$ cat src/rtl/mult_pkg.sv
// Shared types and constants for the sequential 32x32 multiplier.
// The accumulate states exist only when MULT_ACCUM_EN is defined.
package mult_pkg;

  localparam int MULT_W     = 32;
  localparam int MULT_ITERS = 32;

  localparam logic [1:0] ADD_SEL_RUN = 2'd0;
  localparam logic [1:0] ADD_SEL_NEG = 2'd1;
  localparam logic [1:0] ADD_SEL_ACC = 2'd2;

  typedef enum logic [2:0] {
    S_IDLE,
    S_RUN,
    S_NEG_LO,
    S_NEG_HI,
`ifdef MULT_ACCUM_EN
    S_ACC_LO,
    S_ACC_HI,
`endif
    S_DONE
  } mult_state_e;

  // Two's-complement magnitude; 0x8000_0000 maps onto itself, which is the
  // correct unsigned magnitude of -2^31.
  function automatic logic [MULT_W-1:0] mag(input logic [MULT_W-1:0] v,
                                           input logic             sgn);
    return (sgn && v[MULT_W-1]) ? (~v + 1'b1) : v;
  endfunction

endpackage

$ cat src/rtl/mult_seq_ctrl_add32.sv
// 32-bit adder with carry-in/carry-out; the single arithmetic resource
// shared by every phase of the multiplier sequence.
module add32_cin (
  input  logic [31:0] a,
  input  logic [31:0] b,
  input  logic        cin,
  output logic [31:0] sum,
  output logic        cout
);

  assign {cout, sum} = {1'b0, a} + {1'b0, b} + {32'b0, cin};

endmodule

$ cat src/rtl/mult_seq_ctrl.sv
// Radix-2 shift-add 32x32->64 multiplier sequencer with optional sign fix-up
// and HI/LO accumulate (accumulate built only when MULT_ACCUM_EN is defined).
module mult_seq_ctrl
  import mult_pkg::*;
#(
  parameter int W     = MULT_W,
  parameter int CNT_W = 5
) (
  input  logic         clk,
  input  logic         rst_n,
  input  logic         start,
  input  logic         is_signed,
  input  logic [W-1:0] a,
  input  logic [W-1:0] b,
`ifdef MULT_ACCUM_EN
  input  logic         acc_en,
`endif
  output logic         busy,
  output logic         done,
  output logic [W-1:0] hi,
  output logic [W-1:0] lo
);

  mult_state_e      state_q, state_d;
  logic [CNT_W-1:0] cnt_q, cnt_d;
  logic [W-1:0]     mcand_q, mcand_d;
  logic [W-1:0]     p_hi_q, p_hi_d;
  logic [W-1:0]     lo_w_q, lo_w_d;
  logic             neg_q, neg_d;
  logic             c_q, c_d;
  logic [W-1:0]     hi_q, hi_d;
  logic [W-1:0]     lo_q, lo_d;
`ifdef MULT_ACCUM_EN
  logic             acc_q, acc_d;
`endif

  logic [1:0]   add_sel;
  logic         lo_half;
  logic [W-1:0] add_a, add_b, add_sum;
  logic         add_cin, add_cout;
  mult_state_e  after_neg;

  add32_cin u_add (
    .a    (add_a),
    .b    (add_b),
    .cin  (add_cin),
    .sum  (add_sum),
    .cout (add_cout)
  );

  // Operand routing depends on state only; lo_half picks the word being fixed up.
  always_comb begin
    add_sel = ADD_SEL_ACC;
    lo_half = 1'b0;
    case (state_q)
      S_RUN:    add_sel = ADD_SEL_RUN;
      S_NEG_LO: begin add_sel = ADD_SEL_NEG; lo_half = 1'b1; end
      S_NEG_HI: add_sel = ADD_SEL_NEG;
`ifdef MULT_ACCUM_EN
      S_ACC_LO: lo_half = 1'b1;
`endif
      default:  add_sel = ADD_SEL_ACC;
    endcase
  end

  always_comb begin
    add_a   = '0;
    add_b   = '0;
    add_cin = 1'b0;
    case (add_sel)
      ADD_SEL_RUN: begin
        add_a = p_hi_q;
        add_b = lo_w_q[0] ? mcand_q : '0;
      end
      ADD_SEL_NEG: begin
        add_a   = lo_half ? ~lo_w_q : ~p_hi_q;
        add_cin = lo_half ? 1'b1 : c_q;
      end
      ADD_SEL_ACC: begin
        add_a   = lo_half ? lo_w_q : p_hi_q;
        add_b   = lo_half ? lo_q : hi_q;
        add_cin = lo_half ? 1'b0 : c_q;
      end
      default: begin
        add_a = '0;
      end
    endcase
  end

`ifdef MULT_ACCUM_EN
  assign after_neg = acc_q ? S_ACC_LO : S_DONE;
`else
  assign after_neg = S_DONE;
`endif

  always_comb begin
    state_d = state_q;
    cnt_d   = cnt_q;
    mcand_d = mcand_q;
    p_hi_d  = p_hi_q;
    lo_w_d  = lo_w_q;
    neg_d   = neg_q;
    c_d     = c_q;
    hi_d    = hi_q;
    lo_d    = lo_q;
`ifdef MULT_ACCUM_EN
    acc_d   = acc_q;
`endif
    case (state_q)
      S_IDLE: begin
        if (start) begin
          state_d = S_RUN;
          mcand_d = mag(a, is_signed);
          lo_w_d  = mag(b, is_signed);
          p_hi_d  = '0;
          neg_d   = is_signed & (a[W-1] ^ b[W-1]);
          cnt_d   = '0;
`ifdef MULT_ACCUM_EN
          acc_d   = acc_en;
`endif
        end
      end
      S_RUN: begin
        // Carry-out becomes the new MSB as the 64-bit partial product shifts right.
        p_hi_d = {add_cout, add_sum[W-1:1]};
        lo_w_d = {add_sum[0], lo_w_q[W-1:1]};
        cnt_d  = cnt_q + 1'b1;
        if (cnt_q == CNT_W'(MULT_ITERS - 1))
          state_d = neg_q ? S_NEG_LO : after_neg;
      end
      S_NEG_LO: begin
        lo_w_d  = add_sum;
        c_d     = add_cout;
        state_d = S_NEG_HI;
      end
      S_NEG_HI: begin
        p_hi_d  = add_sum;
        state_d = after_neg;
      end
`ifdef MULT_ACCUM_EN
      S_ACC_LO: begin
        lo_w_d  = add_sum;
        c_d     = add_cout;
        state_d = S_ACC_HI;
      end
      S_ACC_HI: begin
        p_hi_d  = add_sum;
        state_d = S_DONE;
      end
`endif
      S_DONE:  state_d = S_IDLE;
      default: state_d = S_IDLE;
    endcase
    // Result registers load on entry to DONE so hi/lo are valid alongside done.
    if (state_d == S_DONE) begin
      hi_d = p_hi_d;
      lo_d = lo_w_d;
    end
  end

  always_ff @(posedge clk) begin
    if (!rst_n) begin
      state_q <= S_IDLE;
      cnt_q   <= '0;
      mcand_q <= '0;
      p_hi_q  <= '0;
      lo_w_q  <= '0;
      neg_q   <= 1'b0;
      c_q     <= 1'b0;
      hi_q    <= '0;
      lo_q    <= '0;
`ifdef MULT_ACCUM_EN
      acc_q   <= 1'b0;
`endif
    end else begin
      state_q <= state_d;
      cnt_q   <= cnt_d;
      mcand_q <= mcand_d;
      p_hi_q  <= p_hi_d;
      lo_w_q  <= lo_w_d;
      neg_q   <= neg_d;
      c_q     <= c_d;
      hi_q    <= hi_d;
      lo_q    <= lo_d;
`ifdef MULT_ACCUM_EN
      acc_q   <= acc_d;
`endif
    end
  end

  assign busy = (state_q != S_IDLE);
  assign done = (state_q == S_DONE);
  assign hi   = hi_q;
  assign lo   = lo_q;

endmodule

$ cat config.mk
export PLATFORM = sky130hd
export DESIGN_NAME = mult_seq_ctrl
export DESIGN_NICKNAME = d
export VERILOG_FILES = /design/src/rtl/mult_pkg.sv /design/src/rtl/mult_seq_ctrl_add32.sv /design/src/rtl/mult_seq_ctrl.sv
export SDC_FILE = /design/constraint.sdc
export NUM_CORES = 1
export LEC_CHECK = 0
export ABC_CLOCK_PERIOD_IN_PS = 5000
export CAP_MARGIN = 20
export CORE_MARGIN = 2
export CORE_UTILIZATION = 30
export DETAILED_ROUTE_END_ITERATION = 16
export GPL_TIMING_DRIVEN = 0
export HOLD_SLACK_MARGIN = 0.03
export MAX_ROUTING_LAYER = met4
export RECOVER_POWER = 50
export REMOVE_ABC_BUFFERS = 1
export SLEW_MARGIN = 5
export SYNTH_ARGS = -nofsm -noshare
export SYNTH_HDL_FRONTEND = slang
export SYNTH_SLANG_ARGS = --single-unit
export TNS_END_PERCENT = 1
$ cat constraint.sdc
create_clock -name clk -period 5 [get_ports clk]
set_input_delay 1.5 -clock clk [delete_from_list [all_inputs] [get_ports clk]]
set_output_delay 1.5 -clock clk [all_outputs]
set_load 0.05 [all_outputs]
======== Word-level counts from Yosys, hierarchy flattened ========
Index checks and enable logic that the tools add are counted.
W data, S select, Z words.
cells by class
  $add $sub $neg .......................... 5
  equality and inequality tests ........... 9
  mux-type cells .......................... 23
  bitwise logic cells ..................... 6
  reduce and logical (&&, ||, !) cells .... 9
operators with widths
  cell                     number
  $pmux W32 S3             3
  $mux W32                 8
  $not A32 Y32             4
  $add A32 B1 Y32 const B  2
  $pmux W32 S2             1
  $add A32 B32 Y33         1
  $add A33 B1 Y33          1
  $pmux W3 S4              1
  $pmux W5 S2              1
  $mux W3                  3
  $eq A3 B2 Y1 const B     2
  $eq A3 B3 Y1 const B     2
  $add A5 B1 Y5 const B    1
  $eq A5 B5 Y1 const B     1
  $mux W5                  1
  $pmux W2 S2              1
  $reduce_and A2 Y1        2
  $eq A3 B1 Y1 const B     1
  $logic_not A3 Y1         1
  $mux W1                  3
  $reduce_bool A3 Y1       1
  $eq A2 B1 Y1 const B     1
  $eq A2 B2 Y1 const B     1
  $logic_and A1 B1 Y1      2
  7 further kinds          7
word-level totals
  bits in registers ....................... 170
  output and inout bits ................... 66
  logic and storage cells ................. 61

======== Depth between registers and ports, before layout ========
Gate-level depths: netlist (run 1).
  depth after elaboration ................. 8
  mapped depth ............................ 19

======== Cells and area by module ========
From an unflattened synthesis (run 1), not the netlist that was laid out.
unflattened totals
  cell total of the unflattened synthesis .. 1442
  area total of the unflattened synthesis .. 11141.9 um2
modules (own cells, without submodules)
  module         instances  cells each  area an instance (um2)
  mult_seq_ctrl  1          1198        9391.5
  add32_cin      1          244         1750.4

======== Worst setup path after synthesis (run 1) ========
OpenSTA, ideal clock, no wires.
  path kind ............................... flip-flop to flip-flop
  start ................................... register state_q[1]
  end ..................................... register lo_q[26] (netlist: lo[26])
  setup time .............................. 0.116 ns
  data arrival time ....................... 3.978 ns
  setup slack ............................. 0.906 ns
  cell stages (with the launch flop) ...... 20
  buffers on the path ..................... 3
  period minus slack after synthesis ...... 4.094 ns
  path through ............................ dfxtp_1 -> clkbuf_1 -> inv_1 -> nand2_1 -> nor2_1 -> and2_0 -> clkbuf_1 -> clkbuf_1 -> a22oi_1 -> fa_1 -> inv_1 -> fa_1 -> a211oi_1 -> o21a_1 -> a211o_1 -> a2111oi_0 -> nor3_1 -> xnor2_1 -> o21ai_1 -> o211a_1
on the way
  longest elaborated chain between the ends .. 8
  elaborated cells between the ends (all ways) .. 25
  those cells by class .................... add/sub: 2; eq/ne: 6; mux: 14; reduce/logical: 3
RTL lines
  what                                          RTL line                                   source
  start, declared                               mult_seq_ctrl.sv:24                        mult_state_e state_q, state_d;
  start signal, assigned                        mult_seq_ctrl.sv:176                       state_q <= state_d;
  $eq A3 B2 Y1                                  mult_seq_ctrl.sv:55, mult_seq_ctrl.sv:109
  $reduce_or A2 Y1 (no line)                    -
  $pmux W2 S2                                   mult_seq_ctrl.sv:55                        case (state_q)
  $eq A2 B2 Y1 (tied with other cells)          mult_seq_ctrl.sv:70                        case (add_sel)
  $pmux W32 S3 or $pmux W32 S2 (tied branches)  mult_seq_ctrl.sv:70
  $add A32 B32 Y33                              mult_seq_ctrl_add32.sv:11                  assign {cout, sum} = {1'b0, a} + {1'b0, b} + {32'b0, cin};
  $add A33 B1 Y33                               mult_seq_ctrl_add32.sv:11
  $pmux W32 S3                                  mult_seq_ctrl.sv:109                       case (state_q)
  end signal, assigned                          mult_seq_ctrl.sv:184                       lo_q <= lo_d;
  end, declared                                 mult_seq_ctrl.sv:32                        logic [W-1:0] lo_q, lo_d;
Parallel ways exist; a longest one is shown, timed or not.
A chain may end at the register's enable or synchronous reset.

======== Worst setup path in the final report (run 1) ========
  start ................................... register state_q[0]
  end ..................................... register hi_q[31] (netlist: hi[31])
on the way
  longest elaborated chain between the ends .. 8
  elaborated cells between the ends (all ways) .. 25
  those cells by class .................... add/sub: 2; eq/ne: 6; mux: 14; reduce/logical: 3
RTL lines
  what                                          RTL line                                   source
  $eq A3 B2 Y1                                  mult_seq_ctrl.sv:55, mult_seq_ctrl.sv:109
  $reduce_or A2 Y1 (no line)                    -
  $pmux W2 S2                                   mult_seq_ctrl.sv:55
  $eq A2 B2 Y1 (tied with other cells)          mult_seq_ctrl.sv:70
  $pmux W32 S3 or $pmux W32 S2 (tied branches)  mult_seq_ctrl.sv:70
  $add A32 B32 Y33                              mult_seq_ctrl_add32.sv:11
  $add A33 B1 Y33                               mult_seq_ctrl_add32.sv:11
  $pmux W32 S3                                  mult_seq_ctrl.sv:109
  end signal, assigned                          mult_seq_ctrl.sv:183                       hi_q <= hi_d;
  end, declared                                 mult_seq_ctrl.sv:31                        logic [W-1:0] hi_q, hi_d;
Parallel ways exist; a longest one is shown, timed or not.

==> flow_summary_export.csv, run 1 <==
group,metric,value,unit
clock_network,cts_tree,"yes",
synthesis,synth_edf_count,0,
place,hpwl,30500,um
detailed_routing,route.detailed.drc,0,
global_routing,antenna_found_initial,0,
detailed_routing,routed_via_density,5.78,
clock_network,insertion_delay,450,ps
clock_network,ctsRootBufferMaster,"clkbuf_16",
cells_and_area,drive_gt1_share,7.68,%
min_path,holdCritPathClass,"flop to flop",
synthesis,syn-mean-instance-area,7.75,um2
clock_network,cts.path.max_buffers,2,
cells_and_area,fillers,3650,
floorplan,die-area,37900,um2
worst_setup_path,critPathRequiredTime,5380,ps
place,io_buffers,133,
synthesis,yosysTopAreaCell,"dfxtp_1",
floorplan,dieHeight,195,um
worst_setup_path,r2r_slack,140,ps
worst_setup_path,cp-start-kind,"flop",
timing,period_share,97.3,%
synthesis,async_flop_share,0,%
synthesis,synth.distinct_cells,71,
detailed_routing,drt_iter0_markers,1117,
detailed_routing,wl_per_cell,21.4,um
timing,grt_setup_unrepaired,"false",
worst_setup_path,cp_max_fo,20,
timing,hold_viol_final,0,
synthesis,ys_top_cells_by_area,"dfxtp_1 (31%), a21oi_1 (5.8%), nor2_1 (5.7%), o21ai_0 (5.6%), ha_1 (4.0%)",
detailed_routing,wl,41700,um
global_routing,grt_pass1_wl,63300,um
place,globalplace.congestion,0.898,
clock_network,cts-buffers-inserted,17,
timing,relSlewSlack,15.5,%
synthesis,netlist_top_cells_count,"dfxtp_1 (170), nor2_1 (166), a21oi_1 (127)",
floorplan,rows,69,
timing,setup_viol,0,
detailed_routing,vias,11239,
place,dpl_cell_area,12800,um2
cells_and_area,final_nets,1577,
power,power.total,0.00330,W
floorplan,core,35700,um2
global_routing,grt_pass1_vias,10527,
clock_network,htree_levels,4,
detailed_routing,firstDrtPassIters,6,
power,peakVddDrop,251,uV
cells_and_area,final_area,13400,um2
global_routing,grt_overflow,0,
cells_and_area,syn_to_final_growth,23.1,%
worst_setup_path,cp-end-kind,"flop",
synthesis,synthCells,1408,
power,power.leakage,5.04,nW
synthesis,yosys_warnings,0,
timing,finClkSkew,14.3,ps
timing,min_period,4860,ps
synthesis,syn_area,10900,um2
global_routing,grt_start_max_net_pins,74,
cells_and_area,diodes,0,
timing,tightest_slew,1270,ps
power,p_per_area,246,nW/um2
flow_run,max_cap_viol_count,0,
synthesis,yosysMostFrequentCell,"dfxtp_1",
global_routing,track_usage,22.2,%
worst_setup_path,critical_path_arrival,5240,ps
detailed_routing,ant_nets,0,
timing,timing.fmax,206,MHz
worst_setup_path,crit_type,"flop to flop",
synthesis,synth-main-ff-cell,"dfxtp_1",
clock_network,cts.sinks,170,
synthesis,yosysTopAreaCellShare,31.2,%
clock_network,path_clk_slew,70,ps
floorplan,boundaryPins,134,
run_status,status,"complete, no violations",
floorplan,start_util,30.6,%
synthesis,yosysSeqAreaShare,31.2,%
synthesis,ys_ff_latch,170,
timing,slew_violations,0,
floorplan,die_x,195,um
## worst max-delay path, cell delays in order, from the launching register on
cell and delay (ps):
dfxtp_4 590, nand2_1 210, nor2_4 200, buf_16 180, and2_4 310, a22oi_1 140
fa_1 430, inv_1 80, fa_1 240, a211oi_1 100, o21a_1 250, a211o_1 410
a211oi_1 490, o31ai_1 230, o31ai_2 570, nand2_1 150, a31oi_1 180
## kinds of logic after synthesis
family,share of synthesized area [%]
DFF,31.2
AOI/OAI and AO/OA,32.0
and+or+nand+nor,18.8
muxes,3.26
adders and majority gates,4.38
buffers and inverters,4.37
xor gates and xnor gates,6.02
## worst paths after layout
kind / start / end / cells past startpoint
max: state_q[0] / hi[31] / 16
min: mcand_q[21] / mcand_q[21] / 2
min reg2reg: mcand_q[21] / mcand_q[21] / 2
max reg2reg: state_q[0] / hi[31] / 16
## metrics by stage
stage | cells | setup TNS (ps) | setup slack, ps | hold slack (ps) | utilization (%)
2_1_floorplan | 1301 | -234890 | -2400 | 423 | -
3_3_place_gp | 1895 | -833470 | -6790 | 447 | 34.8
3_5_place_dp | 1908 | -52150 | -1310 | 449 | 35.8
4_1_cts | 1943 | 0 | 6.19 | 459 | 37.6
5_1_grt | 1946 | 0 | 3.42 | 478 | 37.7
6_report | 1946 | 0 | 135 | 453 | 37.7
## report_power, final
part           leakage [nW]  switching [W]  internal, W
Sequential             1.38      0.0000583      0.00140
Combinational          3.37       0.000283     0.000191
Clock                 0.289       0.000638     0.000727
## what timing repair did
action,4_1_cts,5_1_grt
buffers inserted,3,2
pin swaps,1,1
cloned,0,1
endpoints found under the setup margin,95,17
resized for setup,5,1
hold buffers,0,0
## per-layer routing
metal	global-route usage [%]	routed length, um	vias up
li1	-	-	5397
met3	4.20	3200	44
met1	31.3	19900	5367
met4	5.58	775	0
met2	32.4	17800	431
met5	-	0	-
## layout make-up
type,instances,area [um2],share of cell area (%)
repair buffers,151,1680,12.5
inverters,20,80.1,0.596
well taps,461,577,4.29
flip-flops and latches,170,3410,25.4
multi-input cells,1112,7110,52.9
clock inverters,14,134,0.997
clock buffers,18,450,3.35
## flip-flops by register name, indices dropped and copies added (netlist names)
signal and flops:
state_q 3, lo 32, c_q 1, p_hi_q 32, mcand_q 32, neg_q 1, lo_w_q 32, cnt_q 5
hi 32
## cells in the final DEF (no fill, tap or decap), drive strengths merged, types with 26 or more instances in the layout
cell type / netlist / routed
nand3: 38 / 38
a22o: 35 / 35
a31oi: 29 / 29
inv: 20 / 26
a21oi: 127 / 127
nand2: 109 / 109
mux2: 28 / 28
o21ai: 126 / 126
dlygate4sd3: 0 / 67
dfxtp: 170 / 170
xor2: 39 / 39
a211oi: 56 / 56
ha: 35 / 35
clkdlybuf4s50: 0 / 65
nor2: 166 / 166
xnor2: 36 / 36
(Power assumes the default switching activity.)
==> run 2: changes to the inputs <==
--- a/config.mk
+++ b/config.mk
@@ -7,8 +7,7 @@
 export LEC_CHECK = 0
 export ABC_CLOCK_PERIOD_IN_PS = 5000
 export CAP_MARGIN = 20
-export CORE_MARGIN = 2
-export CORE_UTILIZATION = 30
+export CORE_UTILIZATION = 35
 export DETAILED_ROUTE_END_ITERATION = 16
 export GPL_TIMING_DRIVEN = 0
 export HOLD_SLACK_MARGIN = 0.03
@@ -18,5 +17,6 @@
 export SLEW_MARGIN = 5
 export SYNTH_ARGS = -nofsm -noshare
 export SYNTH_HDL_FRONTEND = slang
+export SYNTH_HIERARCHICAL = 1
 export SYNTH_SLANG_ARGS = --single-unit
 export TNS_END_PERCENT = 1
==> flow_summary_export.csv, run 2 <==
group,metric,value,unit
synthesis,netlist_top_cells_count,"nor2_1 (222), dfxtp_1 (170), a21oi_1 (121)",
place,hpwl,28600,um
detailed_routing,wl_per_cell,21.2,um
synthesis,async_flop_share,0,%
timing,slew_violations,11,
synthesis,yosysTopAreaCellShare,30.5,%
clock_network,insertion_delay,440,ps
cells_and_area,final_common_cell,"nor2_1",
detailed_routing,firstDrtPassIters,6,
synthesis,synthCells,1442,
timing,relSlewSlack,-3.59,%
cells_and_area,syn_to_final_growth,24.0,%
cells_and_area,drive_gt1_share,10.4,%
clock_network,cts_tree,"yes",
floorplan,dieHeight,180,um
power,p_per_area,244,nW/um2
detailed_routing,route.detailed.drc,0,
synthesis,ys_ff_latch,170,
cells_and_area,most-common-layout-cells,"nor2_1 (218), dfxtp_1 (167), a21oi_1 (118)",
worst_setup_path,critical_path_arrival,5150,ps
power,seq_power_share,43.3,%
global_routing,antenna_found_initial,0,
worst_setup_path,crit_chain,"clkinvlp_4 -> nand2_8 -> buf_16 -> o21ai_0 -> fa_2 -> fa_1 -> a21o_1 -> a221oi_4 -> o21a_1 -> a21oi_1 -> a21oi_2 -> o221ai_1 -> xor2_1 -> a21oi_1 -> o21ai_0 -> a21oi_1 -> o21ai_0 -> a21oi_1 -> nor2_1",
synthesis,yosysMostFrequentCell,"nor2_1",
place,dpl.cell_count,1870,
cells_and_area,fin_util,44.6,%
clock_network,cts-buffers-inserted,17,
worst_setup_path,cp-start-kind,"flop",
global_routing,grt_pass1_wl,62900,um
timing,finClkSkew,11.2,ps
floorplan,core,31000,um2
worst_setup_path,critPathRequiredTime,5330,ps
power,intPower,0.00238,W
clock_network,cts.sinks,170,
place,io_buffers,133,
flow_run,max_cap_viol_count,1,
synthesis,yosysSeqAreaShare,30.5,%
detailed_routing,routed_via_density,5.98,
power,peakVddDrop,240,uV
global_routing,track_usage,25.3,%
power,combPwrFrac,15.1,%
detailed_routing,vias,11537,
power,p_sw_share,29.4,%
floorplan,boundaryPins,134,
synthesis,yosys_warnings,6,
floorplan,die_x,180,um
worst_setup_path,cp_max_fo,34,
timing,min_period,4820,ps
worst_setup_path,crit_type,"flop to flop",
synthesis,synth.distinct_cells,79,
clock_network,path_clk_slew,70,ps
worst_setup_path,cp_top_family,"compound AO/OA/AOI/OAI gates",
synthesis,yosysTopAreaCell,"dfxtp_1",
global_routing,grt_pass1_vias,10738,
synthesis,synth_edf_count,0,
power,clkPwrFrac,41.5,%
worst_setup_path,slowest_delay,450,ps
worst_setup_path,cp-end-kind,"flop",
power,switching_power,0.000990,W
cells_and_area,regArea,3410,um2
timing,timing.fmax,208,MHz
timing,tightest_slew,1550,ps
floorplan,rows,64,
cells_and_area,diodes,0,
floorplan,die-area,32600,um2
detailed_routing,ant_nets,0,
global_routing,grt_overflow,0,
timing,setup_viol,0,
detailed_routing,drt_iter0_markers,1417,
clock_network,ctsRootBufferMaster,"clkbuf_16",
power,power.leakage,5.41,nW
min_path,holdCritPathClass,"flop to flop",
cells_and_area,stdcell_count,1929,
synthesis,ys_top_cells_by_area,"dfxtp_1 (31%), nor2_1 (7.5%), a21oi_1 (5.4%), o21ai_0 (4.4%), a211oi_1 (4.1%)",
cells_and_area,fillers,3075,
timing,whs,441,ps
global_routing,grt_start_max_net_pins,77,
clock_network,cts_hold_buf,0,
synthesis,synth-main-ff-cell,"dfxtp_1",
synthesis,syn-mean-instance-area,7.73,um2
worst_setup_path,crit_top_cell,"a21oi_1",
run_status,status,"finished with violations",
floorplan,start_util,36.0,%
clock_network,cts.path.max_buffers,2,
timing,hold_viol_final,0,
synthesis,syn_area,11100,um2
detailed_routing,wl,41000,um
place,globalplace.congestion,0.880,
clock_network,htree_levels,4,
cells_and_area,final_nets,1626,
worst_setup_path,critPathBufInv,2,
run_status,violations,"max-capacitance violations, max-slew violations",
worst_setup_path,slowest_stage,"fa_2",
cells_and_area,multi_input_area,7320,um2
timing,period_share,96.4,%
## run 2: cell types whose count changed in the layout (fill, tap and decap cells not counted), moves of 8 or more
cell / previous run / this run
o21ai_0: 123 / 98
o31ai_1: 23 / 15
nor2_1: 162 / 218
nor3b_1: 10 / 1
nand3_1: 37 / 23
a221oi_1: 18 / 0
or3_1: 16 / 8
a22o_1: 35 / 18
buf_4: 4 / 22
a222oi_1: 10 / 43
a21oi_1: 127 / 118
xnor2_1: 36 / 46
## run 2: layout make-up
cell class	instances	area share, %
repair inverters	1	0.0362
repair buffers	174	13.5
well taps	396	3.59
multi-input cells	1130	53.0
clock buffers	18	3.18
flip-flops and latches	170	24.7
clock inverters	13	1.16
inverters	27	0.806
## run 2: worst register-to-register path, cell delays in order (launching register included)
cell        delay, ps
dfxtp_4           420
clkinvlp_4        220
nand2_8           210
buf_16            190
o21ai_0           190
fa_2              450
fa_1              410
a21o_1            240
a221oi_4          360
o21a_1            230
a21oi_1           190
a21oi_2           300
o221ai_1          190
xor2_1            230
a21oi_1           170
o21ai_0            90
a21oi_1           220
o21ai_0           180
a21oi_1           160
nor2_1             60
## run 2: layer usage
layer | GRT usage [%] | up-vias | wire (um)
li1 | - | 5511 | -
met1 | 33.8 | 5527 | 18900
met2 | 39.4 | 447 | 18600
met3 | 4.04 | 52 | 2710
met4 | 7.15 | 0 | 826
met5 | - | - | 0
## run 2: final timing paths
| check | cells after the start | end | from | slack [ps] |
|---|---|---|---|---|
| setup / recovery | 19 | lo_w_q[30] | state_q[2] | 180 |
| hold / removal | 1 | cnt_q[3] | cnt_q[3] | 440 |
| setup reg to reg | 19 | lo_w_q[30] | state_q[2] | 180 |
| hold reg to reg | 1 | cnt_q[3] | cnt_q[3] | 440 |
## run 2: what timing repair did
action	in CTS	in global routing
buffers inserted	12	12
gates cloned	2	2
pin swaps	4	3
setup endpoints to repair	111	31
resized for setup	19	3
## run 2: cells by family after synthesis
group	synth area share, %
AO/OA/AOI/OAI	30.9
XOR/XNOR	6.52
adder cells (fa/ha/maj)	4.29
buffers and inverters	5.04
flip-flops	30.5
multiplexers	3.50
AND/OR/NAND/NOR	19.2
## run 2: per-stage QoR
stage	setup slack (ps)	cell area (um2)	TNS (ps)	total power [W]
after floorplan	-3070	10700	-313700	0.00174
after global placement	-8190	12500	-1109510	0.00196
after detailed placement	-1820	12900	-123190	0.00197
after CTS	51.1	13700	0	0.00337
after global routing	-6.79	13800	-12.3	0.00349
final	181	13800	0	0.00337
## run 2: power groups by stage
stage          clock, W  sequential [W]  combinational, W
2_1_floorplan         0         0.00147          0.000275
3_3_place_gp          0         0.00150          0.000453
3_5_place_dp          0         0.00149          0.000475
4_1_cts         0.00142         0.00146          0.000501
5_1_grt         0.00147         0.00146          0.000553
6_report        0.00140         0.00146          0.000509
==> run 3: changes to the inputs <==
--- a/config.mk
+++ b/config.mk
@@ -9,12 +9,13 @@
 export CAP_MARGIN = 20
 export CORE_UTILIZATION = 35
 export DETAILED_ROUTE_END_ITERATION = 16
+export DONT_BUFFER_PORTS = 1
 export GPL_TIMING_DRIVEN = 0
-export HOLD_SLACK_MARGIN = 0.03
+export HOLD_SLACK_MARGIN = 0.06
 export MAX_ROUTING_LAYER = met4
 export RECOVER_POWER = 50
 export REMOVE_ABC_BUFFERS = 1
-export SLEW_MARGIN = 5
+export SLEW_MARGIN = 0
 export SYNTH_ARGS = -nofsm -noshare
 export SYNTH_HDL_FRONTEND = slang
 export SYNTH_HIERARCHICAL = 1
==> flow_summary_export.csv, run 3 (synthesized netlist as in run 2, its figures left out) <==
group,metric,value,unit
floorplan,boundaryPins,134,
worst_setup_path,cp_max_fo,32,
timing,tns,0,ps
global_routing,track_usage,25.1,%
cells_and_area,drive_gt1_share,11.7,%
cells_and_area,fin_util,40.2,%
min_path,holdCritPathClass,"flop to flop",
timing,relSlewSlack,-61.5,%
power,p_per_area,262,nW/um2
cells_and_area,final_nets,1490,
global_routing,grt_start_max_net_pins,78,
worst_setup_path,critPathRequiredTime,5270,ps
clock_network,cts-buffers-inserted,17,
detailed_routing,wl,40900,um
timing,whs,465,ps
run_status,status,"finished with violations",
floorplan,rows,64,
place,dpl.cell_count,1735,
place,dpl_cell_area,11500,um2
worst_setup_path,crit_type,"input pin to flop",
cells_and_area,fillers,3176,
timing,timing.fmax,203,MHz
timing,min_period,4920,ps
detailed_routing,vias,11079,
worst_setup_path,critical_path_arrival,5190,ps
cells_and_area,final_area,12500,um2
timing,slew_violations,51,
worst_setup_path,cp-end-kind,"flop",
power,peakVddDrop,237,uV
detailed_routing,routed_via_density,6.17,
cells_and_area,final_common_cell,"nor2_1",
worst_setup_path,cp-start-kind,"input pin",
clock_network,cts.path.max_buffers,2,
global_routing,grt_pass1_vias,10234,
global_routing,grt_overflow,0,
floorplan,core,31000,um2
worst_setup_path,slowest_stage,"nor4b_1",
timing,period_share,98.3,%
floorplan,die_x,180,um
detailed_routing,firstDrtPassIters,6,
detailed_routing,drt_iter0_markers,1330,
clock_network,cts.sinks,170,
detailed_routing,ant_nets,0,
global_routing,antenna_found_initial,2,
clock_network,cts_tree,"yes",
floorplan,start_util,36.0,%
clock_network,cts_hold_buf,0,
timing,setup_viol,0,
flow_run,max_cap_viol_count,2,
detailed_routing,route.detailed.drc,0,
clock_network,path_clk_slew,80,ps
timing,finClkSkew,13.6,ps
cells_and_area,syn_to_final_growth,11.8,%
cells_and_area,most-common-layout-cells,"nor2_1 (218), dfxtp_1 (167), a21oi_1 (116)",
clock_network,ctsRootBufferMaster,"clkbuf_16",
clock_network,insertion_delay,450,ps
floorplan,dieHeight,180,um
run_status,violations,"max-capacitance violations, max-slew violations",
power,power.leakage,4.67,nW
floorplan,die-area,32600,um2
detailed_routing,wl_per_cell,22.8,um
clock_network,htree_levels,4,
worst_setup_path,slowest_delay,1820,ps
timing,hold_viol_final,0,
global_routing,grt_pass1_wl,61700,um
timing,tightest_slew,2390,ps
place,io_buffers,0,
place,globalplace.congestion,0.886,
cells_and_area,stdcell_count,1795,
place,hpwl,28500,um
worst_setup_path,crit_chain,"nor4b_1 -> clkbuf_1 -> nor2_4 -> a222oi_1 -> a211oi_1",
[run 3: final cells by class]
class / count / area (um2) / area share (%)
clock inverter: 12 / 125 / 1.00
inverter: 27 / 113 / 0.904
multi-input combinational: 1130 / 7360 / 59.1
timing repair inverter: 1 / 5.00 / 0.0402
timing repair buffer: 38 / 468 / 3.76
tap: 396 / 495 / 3.98
antenna: 1 / 2.50 / 0.0201
clock buffer: 20 / 468 / 3.76
sequential: 170 / 3410 / 27.4
[run 3: routing by layer]
layer / vias up / routed length [um] / GRT usage (%)
met2: 540 / 18300 / 38.3
met5: - / 0 / -
met3: 53 / 4000 / 5.62
met1: 5229 / 17600 / 32.8
li1: 5257 / - / -
met4: 0 / 905 / 7.42
[run 3: final timing paths]
| kind | depth (start not counted) | slack [ps] | to | start |
|---|---|---|---|---|
| hold / removal | 2 | 460 | mcand_q[15] | mcand_q[15] |
| setup reg to reg | 21 | 160 | lo[28] | state_q[0] |
| setup / recovery | 5 | 80 | hi[25] | start |
| hold reg to reg | 2 | 460 | mcand_q[15] | mcand_q[15] |
[run 3: critical path, delay by kind of cell]
family | cells | cell delay, ps
and+or+nand+nor | 2 | 2180
buffers and inverters | 1 | 760
AOI/OAI and AO/OA | 2 | 710
[run 3: repair_timing]
action | 4_1_cts | 5_1_grt
gates cloned | 2 | 3
setup endpoints to repair | 111 | 30
buffers inserted | 10 | 12
pin swaps | 4 | 6
resized for setup | 21 | 12
[run 3: where the power goes]
part / switching [W] / internal [W] / total [W]
logic: 0.000252 / 0.000165 / 0.000417
registers: 0.0000597 / 0.00140 / 0.00146
clock network: 0.000642 / 0.000745 / 0.00139
total: 0.000953 / 0.00231 / 0.00326
[run 3: through the flow]
step	total power (W)	setup slack [ps]
detailed placement	0.00188	-1860
finish	0.00326	83.0
CTS	0.00325	44.5
floorplan	0.00174	-3070
global route	0.00337	-2.39
global placement	0.00186	-7850
